==> src/rtl/fetch_loader_ctrl.sv <==
// fetch_loader_ctrl: UART-driven loader that fills instruction memory, then runs or single-steps fetch.
module fetch_loader_ctrl #(
  parameter int DATA_W = 32,
  parameter int ADDR_W = 8,
  parameter logic [DATA_W-1:0] HALT_WORD = 32'hFFFF_FFFF
) (
  input  logic              clk,
  input  logic              rst,
  input  logic [7:0]        i_rx_data,
  input  logic              i_rx_valid,
  input  logic              i_halted,
  output logic              o_program_memory_write,
  output logic [DATA_W-1:0] o_instruction_write,
  output logic [ADDR_W-1:0] o_address_write,
  output logic              o_step,
  output logic [1:0]        o_state,
  output logic              o_load_error
);
  typedef enum logic [1:0] {IDLE, LOAD, RUN, STEP} state_t;
  state_t state, state_d;
  logic [1:0] cnt, cnt_d;
  logic [ADDR_W-1:0] addr, addr_d, waddr_d;
  logic [DATA_W-1:0] sh_q, sh_d, instr_d, word;
  logic wr_d, step_d, err_d;
  assign word = {i_rx_data, sh_q[DATA_W-1:8]};
  assign o_state = state;
  always_ff @(posedge clk or negedge rst) begin
    if (!rst) begin
      state <= IDLE;
      cnt <= '0;
      addr <= '0;
      sh_q <= '0;
      o_program_memory_write <= 1'b0;
      o_instruction_write <= '0;
      o_address_write <= '0;
      o_step <= 1'b0;
      o_load_error <= 1'b0;
    end else begin
      state <= state_d;
      cnt <= cnt_d;
      addr <= addr_d;
      sh_q <= sh_d;
      o_program_memory_write <= wr_d;
      o_instruction_write <= instr_d;
      o_address_write <= waddr_d;
      o_step <= step_d;
      o_load_error <= err_d;
    end
  end
  always_comb begin
    state_d = state;
    cnt_d = cnt;
    addr_d = addr;
    sh_d = sh_q;
    wr_d = 1'b0;
    step_d = 1'b0;
    err_d = o_load_error;
    instr_d = o_instruction_write;
    waddr_d = o_address_write;
    case (state)
      IDLE: if (i_rx_valid) begin
        if (i_rx_data == 8'h4C) begin
          state_d = LOAD;
          cnt_d = '0;
          addr_d = '0;
          sh_d = '0;
          err_d = 1'b0;
        end else if (i_rx_data == 8'h43) begin
          state_d = RUN;
          step_d = 1'b1;
        end else if (i_rx_data == 8'h53) state_d = STEP;
      end
      LOAD: if (i_rx_valid) begin
        sh_d = word;
        cnt_d = cnt + 2'd1;
        if (cnt == 2'd3) begin
          wr_d = 1'b1;
          instr_d = word;
          waddr_d = addr;
          addr_d = addr + ADDR_W'(1);
          // A non-halt word landing in the top slot means memory is full without a terminator.
          if (word == HALT_WORD) state_d = IDLE;
          else if (&addr) begin
            err_d = 1'b1;
            state_d = IDLE;
          end
        end
      end
      RUN: if (i_halted) state_d = IDLE; else step_d = 1'b1;
      STEP: if (i_halted) state_d = IDLE;
        else if (i_rx_valid && i_rx_data == 8'h4E) step_d = 1'b1;
        else if (i_rx_valid && i_rx_data == 8'h45) state_d = IDLE;
      default: state_d = IDLE;
    endcase
  end
endmodule

==> config.mk <==
export PLATFORM = sky130hd
export DESIGN_NAME = fetch_loader_ctrl
export DESIGN_NICKNAME = d
export VERILOG_FILES = /design/src/rtl/fetch_loader_ctrl.sv
export SDC_FILE = /design/constraint.sdc
export NUM_CORES = 1
export LEC_CHECK = 0
export ABC_AREA = 1
export CAP_MARGIN = 10
export CORE_MARGIN = 2
export CORE_UTILIZATION = 48
export CTS_BUF_LIST = sky130_fd_sc_hd__clkbuf_16
export CTS_CLUSTER_SIZE = 8
export DETAILED_ROUTE_END_ITERATION = 6
export PLACE_DENSITY = 0.73
export RECOVER_POWER = 50
export SLEW_MARGIN = 20
export SYNTH_ARGS = -nofsm -noshare
export SYNTH_HDL_FRONTEND = slang
export SYNTH_SLANG_ARGS = --single-unit
==> constraint.sdc <==
create_clock -name clk -period 2.05 [get_ports clk]
set_input_delay 0.205 -clock clk [delete_from_list [all_inputs] [get_ports clk]]
set_output_delay 0.205 -clock clk [all_outputs]
set_load 0.1 [all_outputs]
== Yosys cells after proc, flatten, opt, wreduce, memory -nomap -nowiden ==
Cells that the tools add are included.
Word-level totals
  bits in registers: 87
  input bits: 12
  logic and storage cells: 85
Cells by class
  add/sub/neg operators: 2
  equal/unequal tests: 21
  mux-type cells: 43
  reductions and logical operators: 10
Operators by type and width (count)
  $mux W32: 3
  $pmux W32 S2: 1
  $eq A8 B7 Y1 const B: 5
  $eq A32 B32 Y1 const B: 1
  $mux W8: 4
  $mux W2: 15
  $pmux W8 S2: 1
  $reduce_and A8 Y1: 2
  $mux W1: 15
  $ne A2 B2 Y1 const B: 7
  $ne A3 B3 Y1 const B: 3
  $add A8 B1 Y8 const B: 1
  $pmux W2 S4: 1
  $reduce_and A7 Y1: 1
  $eq A2 B2 Y1 const B: 3
  $reduce_and A5 Y1: 1
  $ne A4 B4 Y1 const B: 1
  $pmux W2 S2: 1
  $reduce_and A4 Y1: 1
  $pmux W1 S3: 1
  $reduce_and A3 Y1: 1
  $add A2 B1 Y2 const B: 1
  $eq A2 B1 Y1 const B: 1
  $logic_and A1 B1 Y1: 2
  other kinds (3): 3

== Longest topological paths before layout ==
  word-level depth: 6
  mapped depth: 10
  gate-level depth less buffers: 10

== Worst setup path before layout ==
Ideal clock, no wire load.
  path type: reg2reg
  from: reg state[0], in the netlist o_state[0]
  to: reg o_address_write[0]
  setup time: 0.121 ns
  arrival: 2.025 ns
  path slack: -0.096 ns
  stages on the path, launching flop included: 11
  buffers on the path: 1
  period minus slack after synthesis: 2.146 ns
  cells stage by stage: dfrtp_1 > inv_2 > nor2_8 > inv_2 > nor2_4 > inv_4 > nor2_8 > inv_4 > buf_6 > nor2_1 > nor2_1
On the way
  word-level cells in the longest chain between the ends: 2
Ends and longest elaborated chain
  start: declaration: line 20  | state_t state, state_d;
  start signal: assignment: line 39  | state <= state_d;
  $eq A2 B1 Y1: line 60  | case (state)
  $reduce_and A3 Y1 (no line)
  end signal: assignment: line 45  | o_address_write <= waddr_d;
  end: declaration: line 14  | output logic [ADDR_W-1:0] o_address_write,
No other way between the ends.
A chain may end at the register's enable or synchronous reset.

== Final worst setup path ==
  from: reg o_instruction_write[9]
  to: out o_instruction_write[9]
RTL lines
  start: declaration: line 13  | output logic [DATA_W-1:0] o_instruction_write,
  start signal: assignment: line 44  | o_instruction_write <= instr_d;
No word-level cell between the ends.

==> qor.txt <==
PLACE
----------------------------------------------------------------------------
Port Buf Inserts                                                          56
Instance area at placement                                       0.00414 mm²
Routability congestion estimate from global placement                  0.831
Detailed Place HPWL                                                  5310 µm

CRITICAL PATH
----------------------------------------------------------------------------
Element type at the critical path end                            output port
Family with the most delay on the worst path                    buffers and inverters
Combined buffer and inverter count along the critical path                 1
Arrival time at the worst endpoint                                   1.55 ns
CP startpoint kind                                                 flip-flop
Startpoint of the worst register-to-register path               o_state[1]$_DFFE_PN0P_
Largest fanout of any net on the critical path                             2
Cell breakdown of the critical path                                 clkbuf_1
Required time of the critical path                                   1.85 ns
Slowest stage cell on the critical path                         sky130_fd_sc_hd__clkbuf_1
Kind of critical path                                           flip-flop to output port
Largest stage delay on the critical path                             0.87 ns
Launch point of the critical path                               o_instruction_write[9]$_DFFE_PN0P_

FINAL LAYOUT
----------------------------------------------------------------------------
Layout Utilization                                                     0.598
Fraction of layout cells with a size suffix above 1                    0.214
Fin nets                                                                 457
Area delta synth->final                                                20.2%
Most frequent cells in the layout                               sky130_fd_sc_hd__nand2_1, sky130_fd_sc_hd__dfrtp_1, sky130_fd_sc_hd__inv_1
Number of antenna cells inserted                                           0
Cell area after layout                                           0.00434 mm²
Most common library cell in the layout ignoring fill and taps   sky130_fd_sc_hd__nand2_1

TIMING
----------------------------------------------------------------------------
Final Setup Violations                                                     0
Tightest hold margin                                                0.175 ns
Setup repair after global routing missed its margin                    false
Min Clock Period, post-route                                         1.75 ns
Max-slew violation count                                                   0
Final Hold Violating Endpoints                                             0
Final cycle utilization of the critical path                           0.855
Accumulated negative setup slack                                        0 ns
Slew HR                                                                0.224
Upper clock frequency limit                                        0.571 GHz
Slew at the pin closest to its max-slew limit                        1.17 ns
Largest clock skew in the final design                            0.00447 ns

GRT
----------------------------------------------------------------------------
First-pass GRT wire length                                          12500 µm
Total GRT Usage                                                        0.190
Grt total ovfl                                                             0
Initial antenna violation count                                            0
Number of global-route vias before repair                               2659
Maximum number of pins on one net before global-route repair              79

CTS
----------------------------------------------------------------------------
Post-cts sizing count                                                      0
Htree depth                                                                3
Setup repair bufs after CTS                                                0
Clock Root Buffer                                               sky130_fd_sc_hd__clkbuf_16
Clock transition at path regs                                        0.06 ns
Hold buffer count at cts                                                   1
Max Buffers Root-to-Sink                                                   2
Later-pin clock latency in the skew report                           0.33 ns
Clock tree sinks                                                          79
Clock tree from TritonCTS                                                yes
Number of buffers created by CTS                                           9

FLOORPLAN
----------------------------------------------------------------------------
Die extent in x                                                      90.7 µm
Placeable core region                                            0.00725 mm²
Y dimension of the die                                               90.7 µm
Total I/O pin count                                                       57
Overall die area                                                 0.00822 mm²
Total number of placement rows                                            31
Starting density of the core                                           0.497

ROUTING
----------------------------------------------------------------------------
Average routed wire per standard cell                                13.6 µm
Total number of vias                                                    2760
Post-route DRC                                                             0
Final routed wirelength across all metal layers                      7410 µm
Residual antenna-violating net count after detailed routing                0
DRT Pass-1 Iters                                                           4
Routed vias/inst                                                        5.05
DRC marker count from the first detailed-route iteration                 127

YOSYS
----------------------------------------------------------------------------
Mean cell area of the mapped netlist                                9.39 µm²
Cell count after synthesis                                               384
Distinct cells, synth                                                     25
Synthesized cell area                                            0.00361 mm²
Count of state elements after synthesis                                   79
Fraction of the yosys area taken by sequential cells                   0.548
Synth warn                                                                 0
Net count after synthesis                                                398

RUN STATUS
----------------------------------------------------------------------------
Run status                                                      finished clean

JOB
----------------------------------------------------------------------------
Max-capacitance violation count                                            0

WORST HOLD PATH
----------------------------------------------------------------------------
Type of the most critical hold path                             input port to async pin

==> cells in the mapped netlist <==
| cell | n | area share |
|---|---|---|
| sky130_fd_sc_hd__buf_6 | 8 | 0.025 |
| sky130_fd_sc_hd__o21ai_2 | 40 | 0.097 |
| sky130_fd_sc_hd__or2_2 | 3 | 0.0052 |
| sky130_fd_sc_hd__clkbuf_1 | 2 | 0.0021 |
| sky130_fd_sc_hd__buf_2 | 1 | 0.0014 |
| sky130_fd_sc_hd__and2_1 | 1 | 0.0017 |
| sky130_fd_sc_hd__inv_4 | 2 | 0.0035 |
| sky130_fd_sc_hd__nand2_2 | 1 | 0.0017 |
| sky130_fd_sc_hd__nor2_1 | 27 | 0.028 |
| sky130_fd_sc_hd__nand4_1 | 10 | 0.017 |
| sky130_fd_sc_hd__nor2_8 | 2 | 0.011 |
| sky130_fd_sc_hd__nor2_4 | 2 | 0.0062 |
| sky130_fd_sc_hd__inv_1 | 51 | 0.053 |
| sky130_fd_sc_hd__o22ai_1 | 24 | 0.042 |
| sky130_fd_sc_hd__nor3_1 | 2 | 0.0028 |
| sky130_fd_sc_hd__buf_4 | 3 | 0.0062 |
| sky130_fd_sc_hd__a31oi_1 | 1 | 0.0017 |
| sky130_fd_sc_hd__nand2_1 | 93 | 0.097 |
| sky130_fd_sc_hd__nand3_2 | 1 | 0.0028 |
| sky130_fd_sc_hd__a21oi_1 | 3 | 0.0042 |
| sky130_fd_sc_hd__inv_2 | 2 | 0.0021 |
| sky130_fd_sc_hd__nand3_1 | 12 | 0.017 |
| sky130_fd_sc_hd__dfrtp_1 | 79 | 0.55 |
| sky130_fd_sc_hd__ha_1 | 2 | 0.0069 |
| sky130_fd_sc_hd__o21ai_0 | 12 | 0.017 |
==> routing by layer <==
| layer | part of all wire | global-route usage | routed length (µm) |
|---|---|---|---|
| met1 | 0.48 | 0.272 | 3550 |
| met4 | 0.011 | 0.0654 | 82 |
| met3 | 0.043 | 0.0376 | 319 |
| met5 | 0 | 0 | 0 |
| met2 | 0.47 | 0.288 | 3470 |
==> registers in the layout, summed over array words and instances, names as in the netlist <==
register	flops
o_instruction_write	32
sh_q	24
addr	8
o_address_write	8
cnt	2
o_state	2
o_load_error	1
o_program_memory_write	1
o_step	1
==> path summary, 6_finish.rpt <==
path | endpoint | slack [ns] | cells past startpoint
worst min register to register | o_address_write[6]$_DFFE_PN0P_ | 0.48 | 2
max in group asynchronous | o_state[0]$_DFFE_PN0P_ | 0.57 | 3
min in group clk | o_address_write[6]$_DFFE_PN0P_ | 0.48 | 2
worst min-delay path | o_instruction_write[3]$_DFFE_PN0P_ | 0.18 | 2
worst max register to register | o_instruction_write[14]$_DFFE_PN0P_ | 0.34 | 9
worst max-delay path | o_instruction_write[9] | 0.30 | 1
==> per-stage QoR <==
| step | std cells | setup slack, ns |
|---|---|---|
| floorplan | 384 | 0.249 |
| global placement | 530 | 0.198 |
| detailed placement | 530 | 0.153 |
| CTS | 547 | 0.323 |
| global route | 547 | 0.196 |
| finish | 547 | 0.298 |
==> kinds of logic (layout without fill, tap and decap cells) <==
group	count (synthesis)	count (layout)	synth area share
AND/OR/NAND/NOR	154	154	0.190
AO/OA/AOI/OAI	80	80	0.161
flip-flops	79	79	0.548
buffers and inverters	69	133	0.0933
adder cells (fa/ha/maj)	2	2	0.00694
==> cell type report <==
type                            count  area [µm²]
Clock buffer                        9         225
Clock inverter                      7        56.3
Fill cell                         634        2920
Inverter                           55         211
Multi-Input combinational cell    236        1290
Sequential cell                    79        1980
Tap cell                           99         124
Timing Repair Buffer               62         447
Power is not shown: default switching activity piles up to over one toggle a cycle in this logic, so the estimate is an artifact.
